==> config.mk <==
export PLATFORM = sky130hd
export DESIGN_NAME = i2c_target_regfile
export DESIGN_NICKNAME = d
export VERILOG_FILES = /design/src/rtl/i2c_target_regfile.sv
export SDC_FILE = /design/constraint.sdc
export NUM_CORES = 1
export LEC_CHECK = 0
export BUFFER_PORTS_ARGS = -buffer_cell sky130_fd_sc_hd__buf_4
export CORE_UTILIZATION = 45
export CTS_CLUSTER_SIZE = 40
export DETAILED_ROUTE_END_ITERATION = 8
export PLACE_DENSITY = 0.73
export SKIP_CTS_REPAIR_TIMING = 1
export SLEW_MARGIN = 40
export SYNTH_ARGS = -nofsm -noshare
export SYNTH_HDL_FRONTEND = slang
export SYNTH_SLANG_ARGS = --single-unit
==> constraint.sdc <==
create_clock -name clk -period 4.2 [get_ports clk]
set_clock_uncertainty 0.1 [all_clocks]
set_input_delay 0.21 -clock clk [delete_from_list [all_inputs] [get_ports clk]]
set_output_delay 0.21 -clock clk [all_outputs]
set_load 0.005 [all_outputs]
==> src/rtl/i2c_target_regfile.sv <==
// i2c_target_regfile: I2C target (slave) with an auto-incrementing register file.
//
// The host addresses the device (DEV_ADDR), writes a sub-address byte, then either
// writes a burst of data bytes or issues a repeated START and reads a burst back.
// The sub-address wraps modulo NUM_REGS on every byte transferred.
//
// Ports:
//   clk       system clock, at least 16x the SCL rate
//   rst       synchronous active-high reset
//   scl_in    SCL pad input (asynchronous)
//   sda_in    SDA pad input (asynchronous)
//   sda_oe    1 = pull SDA low (pad output data is tied 0)
//   regs_q    flattened register file, register k at [8k+7:8k]
//   wr_pulse  one-cycle strobe per register write
//   wr_addr   register index written, valid with wr_pulse
//   busy      high from an addressed START until STOP / START / NAK exit
//
// Optional feature (macro I2C_WRITE_PROTECT_EN): register NUM_REGS-1 is a write-protect
// key. Registers 0..NUM_REGS-2 accept writes only while the key equals 8'hA5. Protected
// writes are still ACKed and still advance the sub-address. The key is always writable.

module i2c_target_regfile #(
    parameter logic [6:0]  DEV_ADDR    = 7'h70,
    parameter int unsigned NUM_REGS    = 16,
    parameter int unsigned DATA_W      = 8,
    parameter int unsigned SYNC_STAGES = 2
) (
    input  logic                         clk,
    input  logic                         rst,
    input  logic                         scl_in,
    input  logic                         sda_in,
    output logic                         sda_oe,
    output logic [NUM_REGS*DATA_W-1:0]   regs_q,
    output logic                         wr_pulse,
    output logic [$clog2(NUM_REGS)-1:0]  wr_addr,
    output logic                         busy
);

    localparam int unsigned AW = $clog2(NUM_REGS);

    typedef enum logic [3:0] {
        StIdle,
        StAddr,
        StAddrAck,
        StSub,
        StSubAck,
        StWdata,
        StWdataAck,
        StRdata,
        StRdataAck
    } state_e;

    // ------------------------------------------------------------------
    // Input synchronisers plus one history flop per line
    // ------------------------------------------------------------------
    logic [SYNC_STAGES-1:0] scl_sync_d, scl_sync_q;
    logic [SYNC_STAGES-1:0] sda_sync_d, sda_sync_q;
    logic                   scl_prev_d, scl_prev_q;
    logic                   sda_prev_d, sda_prev_q;
    logic                   scl_s, sda_s;
    logic                   scl_rise, scl_fall, start_det, stop_det;

    assign scl_s = scl_sync_q[SYNC_STAGES-1];
    assign sda_s = sda_sync_q[SYNC_STAGES-1];

    always_comb begin
        scl_sync_d = {scl_sync_q[SYNC_STAGES-2:0], scl_in};
        sda_sync_d = {sda_sync_q[SYNC_STAGES-2:0], sda_in};
        scl_prev_d = scl_s;
        sda_prev_d = sda_s;
    end

    // The synchronisers are deliberately not reset: clearing them mid-transfer could
    // fabricate a START/STOP edge from a stale sample.
    always_ff @(posedge clk) begin
        scl_sync_q <= scl_sync_d;
        sda_sync_q <= sda_sync_d;
        scl_prev_q <= scl_prev_d;
        sda_prev_q <= sda_prev_d;
    end

    assign scl_rise  = scl_s & ~scl_prev_q;
    assign scl_fall  = ~scl_s & scl_prev_q;
    // SDA may only change while SCL is high for START/STOP; SCL must be high on both samples.
    assign start_det = scl_s & scl_prev_q & sda_prev_q & ~sda_s;
    assign stop_det  = scl_s & scl_prev_q & ~sda_prev_q & sda_s;

    // ------------------------------------------------------------------
    // Protocol state
    // ------------------------------------------------------------------
    state_e              state_d, state_q;
    logic [3:0]          bit_cnt_d, bit_cnt_q;
    logic [DATA_W-1:0]   shreg_d, shreg_q;
    logic [AW-1:0]       sub_d, sub_q;
    logic                rw_d, rw_q;
    logic                sda_oe_d, sda_oe_q;
    logic                busy_d, busy_q;
    logic                wr_pulse_d, wr_pulse_q;
    logic [AW-1:0]       wr_addr_d, wr_addr_q;

    logic [DATA_W-1:0]   mem_q [NUM_REGS];
    logic                mem_we;
    logic                wr_ok;
    logic [DATA_W-1:0]   rd_byte;

    assign rd_byte = mem_q[sub_q];

`ifdef I2C_WRITE_PROTECT_EN
    assign wr_ok = (sub_q == AW'(NUM_REGS - 1)) || (mem_q[NUM_REGS-1] == DATA_W'(8'hA5));
`else
    assign wr_ok = 1'b1;
`endif

    always_comb begin
        state_d    = state_q;
        bit_cnt_d  = bit_cnt_q;
        shreg_d    = shreg_q;
        sub_d      = sub_q;
        rw_d       = rw_q;
        sda_oe_d   = sda_oe_q;
        busy_d     = busy_q;
        wr_pulse_d = 1'b0;
        wr_addr_d  = wr_addr_q;
        mem_we     = 1'b0;

        if (start_det) begin
            // Any START (first or repeated) restarts address reception.
            state_d   = StAddr;
            bit_cnt_d = 4'd0;
            sda_oe_d  = 1'b0;
            busy_d    = 1'b0;
        end else if (stop_det) begin
            state_d  = StIdle;
            sda_oe_d = 1'b0;
            busy_d   = 1'b0;
        end else begin
            unique case (state_q)
                StIdle: begin
                end

                StAddr, StSub, StWdata: begin
                    if (scl_rise && bit_cnt_q != 4'd8) begin
                        shreg_d   = {shreg_q[DATA_W-2:0], sda_s};
                        bit_cnt_d = bit_cnt_q + 4'd1;
                    end else if (scl_fall && bit_cnt_q == 4'd8) begin
                        bit_cnt_d = 4'd0;
                        if (state_q == StAddr) begin
                            if (shreg_q[7:1] == DEV_ADDR) begin
                                rw_d     = shreg_q[0];
                                sda_oe_d = 1'b1;
                                busy_d   = 1'b1;
                                state_d  = StAddrAck;
                            end else begin
                                state_d = StIdle;
                            end
                        end else if (state_q == StSub) begin
                            // Upper bits of the sub byte are only range-checked.
                            if (32'(shreg_q) < NUM_REGS) begin
                                sub_d    = shreg_q[AW-1:0];
                                sda_oe_d = 1'b1;
                                state_d  = StSubAck;
                            end else begin
                                sda_oe_d = 1'b0;
                                busy_d   = 1'b0;
                                state_d  = StIdle;
                            end
                        end else begin
                            if (wr_ok) begin
                                mem_we     = 1'b1;
                                wr_pulse_d = 1'b1;
                                wr_addr_d  = sub_q;
                            end
                            sub_d    = sub_q + AW'(1);
                            sda_oe_d = 1'b1;
                            state_d  = StWdataAck;
                        end
                    end
                end

                StAddrAck: begin
                    if (scl_fall) begin
                        bit_cnt_d = 4'd0;
                        if (rw_q) begin
                            // Read: present bit 7 on the same edge that ends the ACK.
                            shreg_d  = rd_byte;
                            sda_oe_d = ~rd_byte[DATA_W-1];
                            state_d  = StRdata;
                        end else begin
                            sda_oe_d = 1'b0;
                            state_d  = StSub;
                        end
                    end
                end

                StSubAck, StWdataAck: begin
                    if (scl_fall) begin
                        sda_oe_d  = 1'b0;
                        bit_cnt_d = 4'd0;
                        state_d   = StWdata;
                    end
                end

                StRdata: begin
                    if (scl_rise && bit_cnt_q != 4'd8) begin
                        bit_cnt_d = bit_cnt_q + 4'd1;
                    end else if (scl_fall && bit_cnt_q != 4'd0) begin
                        if (bit_cnt_q == 4'd8) begin
                            sda_oe_d  = 1'b0;
                            sub_d     = sub_q + AW'(1);
                            bit_cnt_d = 4'd0;
                            state_d   = StRdataAck;
                        end else begin
                            shreg_d  = {shreg_q[DATA_W-2:0], 1'b0};
                            sda_oe_d = ~shreg_q[DATA_W-2];
                        end
                    end
                end

                StRdataAck: begin
                    // bit_cnt_q == 1 marks "controller ACKed, send next byte on fall".
                    if (scl_rise) begin
                        if (sda_s) begin
                            sda_oe_d = 1'b0;
                            busy_d   = 1'b0;
                            state_d  = StIdle;
                        end else begin
                            bit_cnt_d = 4'd1;
                        end
                    end else if (scl_fall && bit_cnt_q == 4'd1) begin
                        shreg_d   = rd_byte;
                        sda_oe_d  = ~rd_byte[DATA_W-1];
                        bit_cnt_d = 4'd0;
                        state_d   = StRdata;
                    end
                end

                default: begin
                    state_d  = StIdle;
                    sda_oe_d = 1'b0;
                    busy_d   = 1'b0;
                end
            endcase
        end
    end

    always_ff @(posedge clk) begin
        if (rst) begin
            state_q    <= StIdle;
            bit_cnt_q  <= 4'd0;
            shreg_q    <= '0;
            sub_q      <= '0;
            rw_q       <= 1'b0;
            sda_oe_q   <= 1'b0;
            busy_q     <= 1'b0;
            wr_pulse_q <= 1'b0;
            wr_addr_q  <= '0;
        end else begin
            state_q    <= state_d;
            bit_cnt_q  <= bit_cnt_d;
            shreg_q    <= shreg_d;
            sub_q      <= sub_d;
            rw_q       <= rw_d;
            sda_oe_q   <= sda_oe_d;
            busy_q     <= busy_d;
            wr_pulse_q <= wr_pulse_d;
            wr_addr_q  <= wr_addr_d;
        end
    end

    always_ff @(posedge clk) begin
        if (rst) begin
            for (int k = 0; k < NUM_REGS; k++) begin
                mem_q[k] <= '0;
            end
        end else if (mem_we) begin
            mem_q[sub_q] <= shreg_q;
        end
    end

    for (genvar k = 0; k < NUM_REGS; k++) begin : g_regs_flat
        assign regs_q[k*DATA_W +: DATA_W] = mem_q[k];
    end

    assign sda_oe   = sda_oe_q;
    assign busy     = busy_q;
    assign wr_pulse = wr_pulse_q;
    assign wr_addr  = wr_addr_q;

endmodule

; Word-level counts from Yosys, hierarchy flattened
; Memory sizes are Yosys's and may differ from the RTL's. A register that Yosys moved wholly into a read port is not among the register bits.
; Index checks and enable logic that the tools add are counted.
[op_classes]
bitwise_logic = 20
n_lt_le_gt_ge = 1
eq_ne = 48
n_addsub = 2
muxes = 86
n_reduce_logical = 25
[op_table]
columns = cell, count
row1 = 2-to-1 mux 4 bit, 32
row2 = 2-to-1 mux 8 bit, 9
row3 = AND reduction 10 bit, 4
row4 = 2-to-1 mux 1 bit, 36
row5 = inequality test 3 bit (second input constant), 11
row6 = inequality test 4 bit (second input constant), 8
row7 = one-hot mux 8 bit (4 select lines), 1
row8 = inequality test 2 bit (second input constant), 15
row9 = one-hot mux 4 bit (6 select lines), 1
row10 = == test 4 x 3 -> 1 bit (second input constant), 4
row11 = one-hot mux 4 bit (4 select lines), 1
row12 = AND reduction 8 bit, 2
row13 = AND reduction 7 bit, 2
row14 = inverter 1 bit, 13
row15 = nonzero test 4 bit, 3
row16 = AND reduction 11 bit, 1
row17 = inequality test 5 bit (second input constant), 2
row18 = OR reduction 3 bit, 3
row19 = adder 4 x 1 -> 4 bit (second input constant), 2
row20 = == test 4 x 1 -> 1 bit (second input constant), 2
row21 = == test 4 x 2 -> 1 bit (second input constant), 2
row22 = == test 4 bit (second input constant), 2
row23 = less-than comparator 8 x 5 -> 1 bit (second input constant), 1
row24 = one-hot mux 4 bit (2 select lines), 1
row25 = other kinds (13), 24
[word_totals]
mem_bits_rw = 128
input_bits = 4
register_bits = 34
memories = 1
elab_cells = 197
[memory_table]
columns = name, words, width, read_ports, rd_clocked_by_memory_dff, wr, line_no
row1 = mem_q, 16, 8, 17, 1, 16, 101  ; logic [DATA_W-1:0] mem_q [NUM_REGS];

; Depth between registers and ports, before layout
; Gate-level depths: netlist of run 1.
[depth]
word_depth = 13
mapped_depth = 10
depth_no_buf = 7

; Worst setup path before layout of run 1
; Ideal clock, no wire load.
[synth_timing]
path_type = register to register
startpoint = register bit_cnt_q[0]
endpoint = memory mem_q[4][0], enable pin
path_stages_with_launch = 10
t_required_ns = 3.774
arrival_time_ns = 1.967
synth_period_minus_slack_ns = 2.393
setup_ns = 0.326
path_slack_ns = 1.807
path_cell_list = dfxtp_1 inv_1 ha_1 and3b_1 buf_6 nand4_4 buf_6 nor4b_4 buf_6 a21o_1
[synth_lines]
columns = element, line_no
row1 = start: declaration, 92  ; logic [3:0] bit_cnt_d, bit_cnt_q;
row2 = start signal: assignment, 259  ; bit_cnt_q <= bit_cnt_d;
row3 = end: declaration, 101

==> flow_metrics.env, run 1 <==
export IMPL_cp_max_fo=29
export IMPL_tightest_slew_ns=0.8125
export IMPL_max_cap_violations=0
export IMPL_r2r_cells=5
export IMPL_drc=0
export IMPL_yosysSeqAreaShare_pct=55.43
export IMPL_min_path_cells=2
export IMPL_period_minus_slack_ns=3.268
export IMPL_drv_slew=0
export IMPL_cts_buffers=17
export IMPL_die_area_um2=19010
export IMPL_cts_max_path_buffers=2
export IMPL_ys_types=70
export IMPL_post_drt_via_cell_ratio=6.192
export IMPL_fmax_ghz=0.3060
export IMPL_post_route_cells_drive_above_1_share_pct=30.47
export IMPL_die_y_um=137.9
export IMPL_cts_tree="yes"
export IMPL_crit_required_ns=4.20
export IMPL_fin_crit_sh_pct=77.82
export IMPL_yosys_area_share_xor_xnor_pct=0.2109
export IMPL_core_area_um2=18020
export IMPL_cp_arrival_ns=3.27
export IMPL_start_util_pct=46.08
export IMPL_grt_pass1_vias=5856
export IMPL_end_kind="flip-flop"
export IMPL_fillers=1484
export IMPL_syn_avg_cell_area_um2=12.42
export IMPL_powerDensity_nw_per_um2=397.4
export IMPL_final_common_cell="buf_4"
export IMPL_io_pins=139
export IMPL_grt_use_total_pct=26.54
export IMPL_synthAdderAreaFrac_pct=1.054
export IMPL_setup_tns_ns=0
export IMPL_power_leakage_nw=4.033
export IMPL_grt_overflow=0
export IMPL_final_cell_mix="151 x buf_4, 128 x edfxtp_1, 101 x and3_1, 48 x nor2_1, 37 x dfxtp_1"
export IMPL_setup_viol=0
export IMPL_io_buffers=138
export IMPL_drtPass1Iterations=4
export IMPL_maxSlewHeadroom_pct=45.76
export IMPL_layout_nets=789
export IMPL_clock_sinks=166
export IMPL_cts_root_buf="clkbuf_16"
export IMPL_synth_ff_latch_count=166
export IMPL_synth_async_sr_flop_share_pct=0
export IMPL_n_antenna_cell=0
export IMPL_netlist_area_um2=8307
export IMPL_grt_max_degree=43
export IMPL_htreeDepth=4
export IMPL_drt_iter0_drc=480
export IMPL_start_kind="flip-flop"
export IMPL_ant_nets=0
export IMPL_ir_worst_vdd_mv=0.2917
export IMPL_postSynthCellCount=669
export IMPL_rsz0062_at_grt="false"
export IMPL_dp_hpwl_um=18160
export IMPL_wl_per_cell_um=24.62
export IMPL_die_w_um=137.9
export IMPL_reg2reg_slack_ns=0.93
export IMPL_synthMuxAreaShare_pct=10.48
export IMPL_critPathKind="reg -> reg"
export IMPL_synth_warnings=0
export IMPL_synth_top_family_by_area="simple AND/OR/NAND/NOR gates"
export IMPL_synth_edf_count=128
export IMPL_clk_pin_slew_ns=0.07
export IMPL_rows=49
export IMPL_synth_compound_area_share_pct=10.77
export IMPL_num_vias=6316
export IMPL_finalWirelength_um=25110
export IMPL_hold_violations=0
export IMPL_synth_nets=680
export IMPL_worst_slack_ns=0.9318
export IMPL_holdWs_ns=0.1497
export IMPL_post_place_ws_ns=0.9073
export IMPL_antenna_found_initial=0
export IMPL_clock_latency_ns=0.43
export IMPL_status="complete, no violations"
export IMPL_ys_flop_type="edfxtp_1"
export IMPL_grt_pass1_wl_um=35690
export IMPL_place_congestion=0.8955
export IMPL_area_delta_synth_final_pct=20.80
export IMPL_hold_class="in -> reg"
export IMPL_yosys_area_share_simple_pct=17.55
## worst max-delay path: stages (launching register included)
cell and delay, ns:
dfxtp_1 0.51, nor2b_1 0.59, nand4_4 0.41, nor4b_4 0.57, buf_4 0.37, a21o_1 0.38
## cells by family (layout without fill, tap and decap cells)
kind of cell,count (synthesis),count (layout)
AO/OA/AOI/OAI,128,128
XOR/XNOR,2,2
adder cells (fa/ha/maj),7,7
buffers and inverters,78,200
flip-flops,166,166
multiplexers,47,47
AND/OR/NAND/NOR,241,241
## stage by stage
stage,cells,instance area (um2),total power [mW],utilization (%)
finish,1020,10030,3.988,55.67
global route,1020,10030,4.100,55.67
CTS,1017,10010,3.987,55.52
detailed placement,985,9427,2.497,52.30
global placement,985,9409,2.480,52.20
floorplan,669,8307,2.222,-
## synth_stat cells (all sizes together) (5+ instances only)
| master | count | area share [%] |
|---|---|---|
| mux4 | 32 | 8.7 |
| mux2i | 15 | 1.8 |
| ha | 7 | 1.1 |
| nor4 | 7 | 0.89 |
| a21o | 13 | 1.2 |
| a21oi | 29 | 1.8 |
| nand2 | 22 | 1.1 |
| o21ai | 11 | 0.66 |
| nand3 | 5 | 0.30 |
| dfxtp | 38 | 9.2 |
| and3 | 101 | 7.6 |
| nor2 | 48 | 2.2 |
| buf | 33 | 2.5 |
| a211oi | 19 | 2.0 |
| nor2b | 7 | 0.53 |
| inv | 15 | 0.68 |
| a31oi | 12 | 0.90 |
| edfxtp | 128 | 46 |
| nand2b | 12 | 0.90 |
| clkbuf | 30 | 1.4 |
| o22ai | 9 | 0.68 |
## path summary, 6_finish.rpt
kind                         startpoint                    endpoint
setup reg to reg     scl_prev_q$_DFF_P_  mem_q[11][7]$_SDFFCE_PN0P_
setup / recovery     scl_prev_q$_DFF_P_  mem_q[11][7]$_SDFFCE_PN0P_
hold reg to reg   sda_sync_q[0]$_DFF_P_       sda_sync_q[1]$_DFF_P_
hold / removal                      rst     wr_addr[1]$_SDFFE_PP0P_
## final cells by class
cell class	count	area, um2	share of cell area [%]
flip-flops and latches	166	4608	45.92
multi-input cells	425	3349	33.38
repair buffers	153	1154	11.50
clock buffers	17	425.4	4.239
well taps	229	286.5	2.855
clock inverters	15	155.1	1.546
inverters	15	56.30	0.5611
## report_power, final
group | internal (mW) | leakage (nW) | switching (mW)
combinational | 0.189 | 2.16 | 0.325
clock | 0.794 | 0.283 | 0.716
sequential | 1.84 | 1.59 | 0.125
## state kept, by name (all words and copies together) (netlist names), named ones only
| name | flops |
|---|---|
| mem_q | 128 |
| sub_q | 4 |
| scl_prev_q | 1 |
| sda_sync_q | 2 |
| rw_q | 1 |
| state_q | 4 |
| sda_prev_q | 1 |
| busy | 1 |
| shreg_q | 8 |
| scl_sync_q | 2 |
| wr_addr | 4 |
| wr_pulse | 1 |
| bit_cnt_q | 4 |
| sda_oe | 1 |
## per-layer routing
metal / track usage (%) / vias up / wire (um)
li1: - / 2801 / -
met1: 31.83 / 3056 / 9429
met2: 45.53 / 400 / 12460
met3: 4.751 / 59 / 2230
met4: 13.77 / 0 / 993
met5: 0 / - / 0
No activity file was read; power rests on OpenSTA's default activity.
==> run 2, diff against run 1 <==
- ABC_AREA: not set -> 1
- PLACE_DENSITY: 0.73 -> 0.76
- clock period: 4.2 -> 2.93 ns (I/O delays scaled with it)
==> flow_metrics.env, run 2 <==
export IMPL_drtPass1Iterations=5
export IMPL_postSynthCellCount=935
export IMPL_drc=0
export IMPL_hold_class="reg -> reg"
export IMPL_worst_path_buf_inv=3
export IMPL_status="complete, no violations"
export IMPL_final_cells=1306
export IMPL_wl_per_cell_um=18.51
export IMPL_grt_overflow=0
export IMPL_end_kind="flip-flop"
export IMPL_die_y_um=136.9
export IMPL_cts_max_path_buffers=2
export IMPL_synth_nets=946
export IMPL_rows=48
export IMPL_sequentialPowerShare_pct=40.5
export IMPL_rsz0062_at_grt="false"
export IMPL_layout_nets=1082
export IMPL_top_regs="mem_q x128, shreg_q x8"
export IMPL_die_area_um2=18730
export IMPL_ys_flop_type="edfxtp_1"
export IMPL_grt_max_degree=65
export IMPL_post_place_ws_ns=0.4489
export IMPL_grt_pass1_vias=6413
export IMPL_cpPeakStageDelay_ns=0.35
export IMPL_ir_worst_vdd_mv=0.4631
export IMPL_start_kind="flip-flop"
export IMPL_min_path_cells=0
export IMPL_worst_slack_ns=0.4190
export IMPL_num_vias=7198
export IMPL_critPathKind="reg -> reg"
export IMPL_power_frac_comb_pct=27.2
export IMPL_final_common_cell="nand2_1"
export IMPL_synth_warnings=0
export IMPL_fillers=1507
export IMPL_synth_top_area_share_pct=46.97
export IMPL_largest_reg_flops=128
export IMPL_ant_nets=0
export IMPL_swShare_pct=34.35
export IMPL_netlist_area_um2=8184
export IMPL_io_buffers=138
export IMPL_io_pins=139
export IMPL_synth_area_leaders="edfxtp_1 47%, nand2_1 12%, dfxtp_1 9.3%, nand3_1 7.2%, nor2_1 6.9%"
export IMPL_synth_top_area_cell="edfxtp_1"
export IMPL_dp_hpwl_um=17090
export IMPL_syn_avg_cell_area_um2=8.753
export IMPL_clock_sinks=166
export IMPL_antenna_found_initial=0
export IMPL_clk_pin_slew_ns=0.06
export IMPL_finalWirelength_um=24180
export IMPL_start_util_pct=46.67
export IMPL_ys_types=31
export IMPL_cts_buffers=17
export IMPL_htreeDepth=4
export IMPL_cts_tree="yes"
export IMPL_n_antenna_cell=0
export IMPL_place_congestion=0.9124
export IMPL_period_minus_slack_ns=2.511
export IMPL_cts_root_buf="clkbuf_16"
export IMPL_drv_slew=0
export IMPL_slowest_stage="dfxtp_1"
export IMPL_fin_crit_sh_pct=85.70
export IMPL_r2r_cells=12
export IMPL_max_cap_violations=0
export IMPL_drt_iter0_drc=718
export IMPL_dp_cells=1274
export IMPL_cp_arrival_ns=2.51
export IMPL_crit_required_ns=2.93
export IMPL_cp_max_fo=9
export IMPL_final_util_pct=57.48
export IMPL_core_area_um2=17540
export IMPL_tightest_slew_ns=0.8254
export IMPL_power_switching_mw=2.374
export IMPL_powerDensity_nw_per_um2=685.5
export IMPL_top_register="mem_q"
export IMPL_total_power_mw=6.910
export IMPL_clock_latency_ns=0.42
export IMPL_maxSlewHeadroom_pct=44.91
export IMPL_cp_depth=12
export IMPL_clockPowerShare_pct=32.3
export IMPL_cp_cell_sequence="inv_1 -> ha_1 -> nand2_2 -> nor2_4 -> nand2_2 -> nor2_4 -> inv_2 -> nor2_8 -> inv_4 -> nor2_8 -> nand2_4 -> nand2_1"
export IMPL_grt_use_total_pct=26.49
export IMPL_synth_edf_count=128
export IMPL_area_delta_synth_final_pct=23.18
export IMPL_hold_violations=0
export IMPL_p_int_mw=4.537
export IMPL_synth_ff_latch_count=166
export IMPL_grt_pass1_wl_um=36120
export IMPL_die_w_um=136.9
export IMPL_synth_commonest_cells="266 x nand2_1, 151 x nor2_1, 128 x edfxtp_1, 117 x nand3_1, 51 x inv_1"
export IMPL_yosysSeqAreaShare_pct=56.26
export IMPL_post_drt_via_cell_ratio=5.511
export IMPL_yosysMostFrequentCell="nand2_1"
export IMPL_setup_tns_ns=0
export IMPL_fmax_ghz=0.3983
export IMPL_post_route_cells_drive_above_1_share_pct=22.57
export IMPL_setup_viol=0
export IMPL_synth_async_sr_flop_share_pct=0
export IMPL_critPathTopFamily="simple AND/OR/NAND/NOR gates"
export IMPL_power_leakage_nw=4.399
export IMPL_final_cell_mix="266 x nand2_1, 151 x nor2_1, 149 x buf_4, 128 x edfxtp_1, 117 x nand3_1"
## run 2: final timing paths
path	startpoint	endpoint	slack (ns)
min reg2reg	scl_sync_q[0]$_DFF_P_	scl_sync_q[1]$_DFF_P_	0.23
min	scl_sync_q[0]$_DFF_P_	scl_sync_q[1]$_DFF_P_	0.23
max	bit_cnt_q[0]$_SDFFE_PP0P_	mem_q[11][0]$_SDFFCE_PN0P_	0.42
max reg2reg	bit_cnt_q[0]$_SDFFE_PP0P_	mem_q[11][0]$_SDFFCE_PN0P_	0.42
## run 2: cell type report
cell class / count / area (um2) / share of cell area (%)
multi-input combinational: 671 / 3194 / 31.69
timing repair buffer: 154 / 1189 / 11.79
tap: 225 / 281.5 / 2.793
inverter: 61 / 231.5 / 2.296
clock inverter: 12 / 153.9 / 1.527
clock buffer: 17 / 425.4 / 4.220
sequential: 166 / 4606 / 45.69
## run 2: stage by stage
step	instance area (um2)	hold WS (ns)
floorplan	8184	0.07422
global placement	9472	0.1556
detailed placement	9472	0.1549
CTS	10050	-0.2877
global route	10080	0.2379
finish	10080	0.2284
## run 2: logic make-up after synthesis
logic type	after synthesis	synth area share (%)
xor gates and xnor gates	3	0.3211
buffers and inverters	98	4.709
DFF	166	56.26
and+or+nand+nor	605	34.20
AOI/OAI and AO/OA	56	3.440
adders and majority gates	7	1.070
## run 2: power by group through the flow
stage	sequential (mW)	combinational, mW	clock, mW
6_report	2.80	1.88	2.23
5_1_grt	2.81	2.07	2.32
4_1_cts	2.79	1.85	2.24
3_5_place_dp	2.84	1.83	0
3_3_place_gp	2.84	1.81	0
2_1_floorplan	2.81	1.28	0
## run 2: per-layer routing
metal | up-vias | GRT usage (%) | share of wire [%]
li1 | 3328 | - | -
met1 | 3372 | 36.54 | 42
met2 | 432 | 40.75 | 45
met3 | 66 | 4.667 | 9.4
met4 | 0 | 12.21 | 3.6
met5 | - | 0 | 0
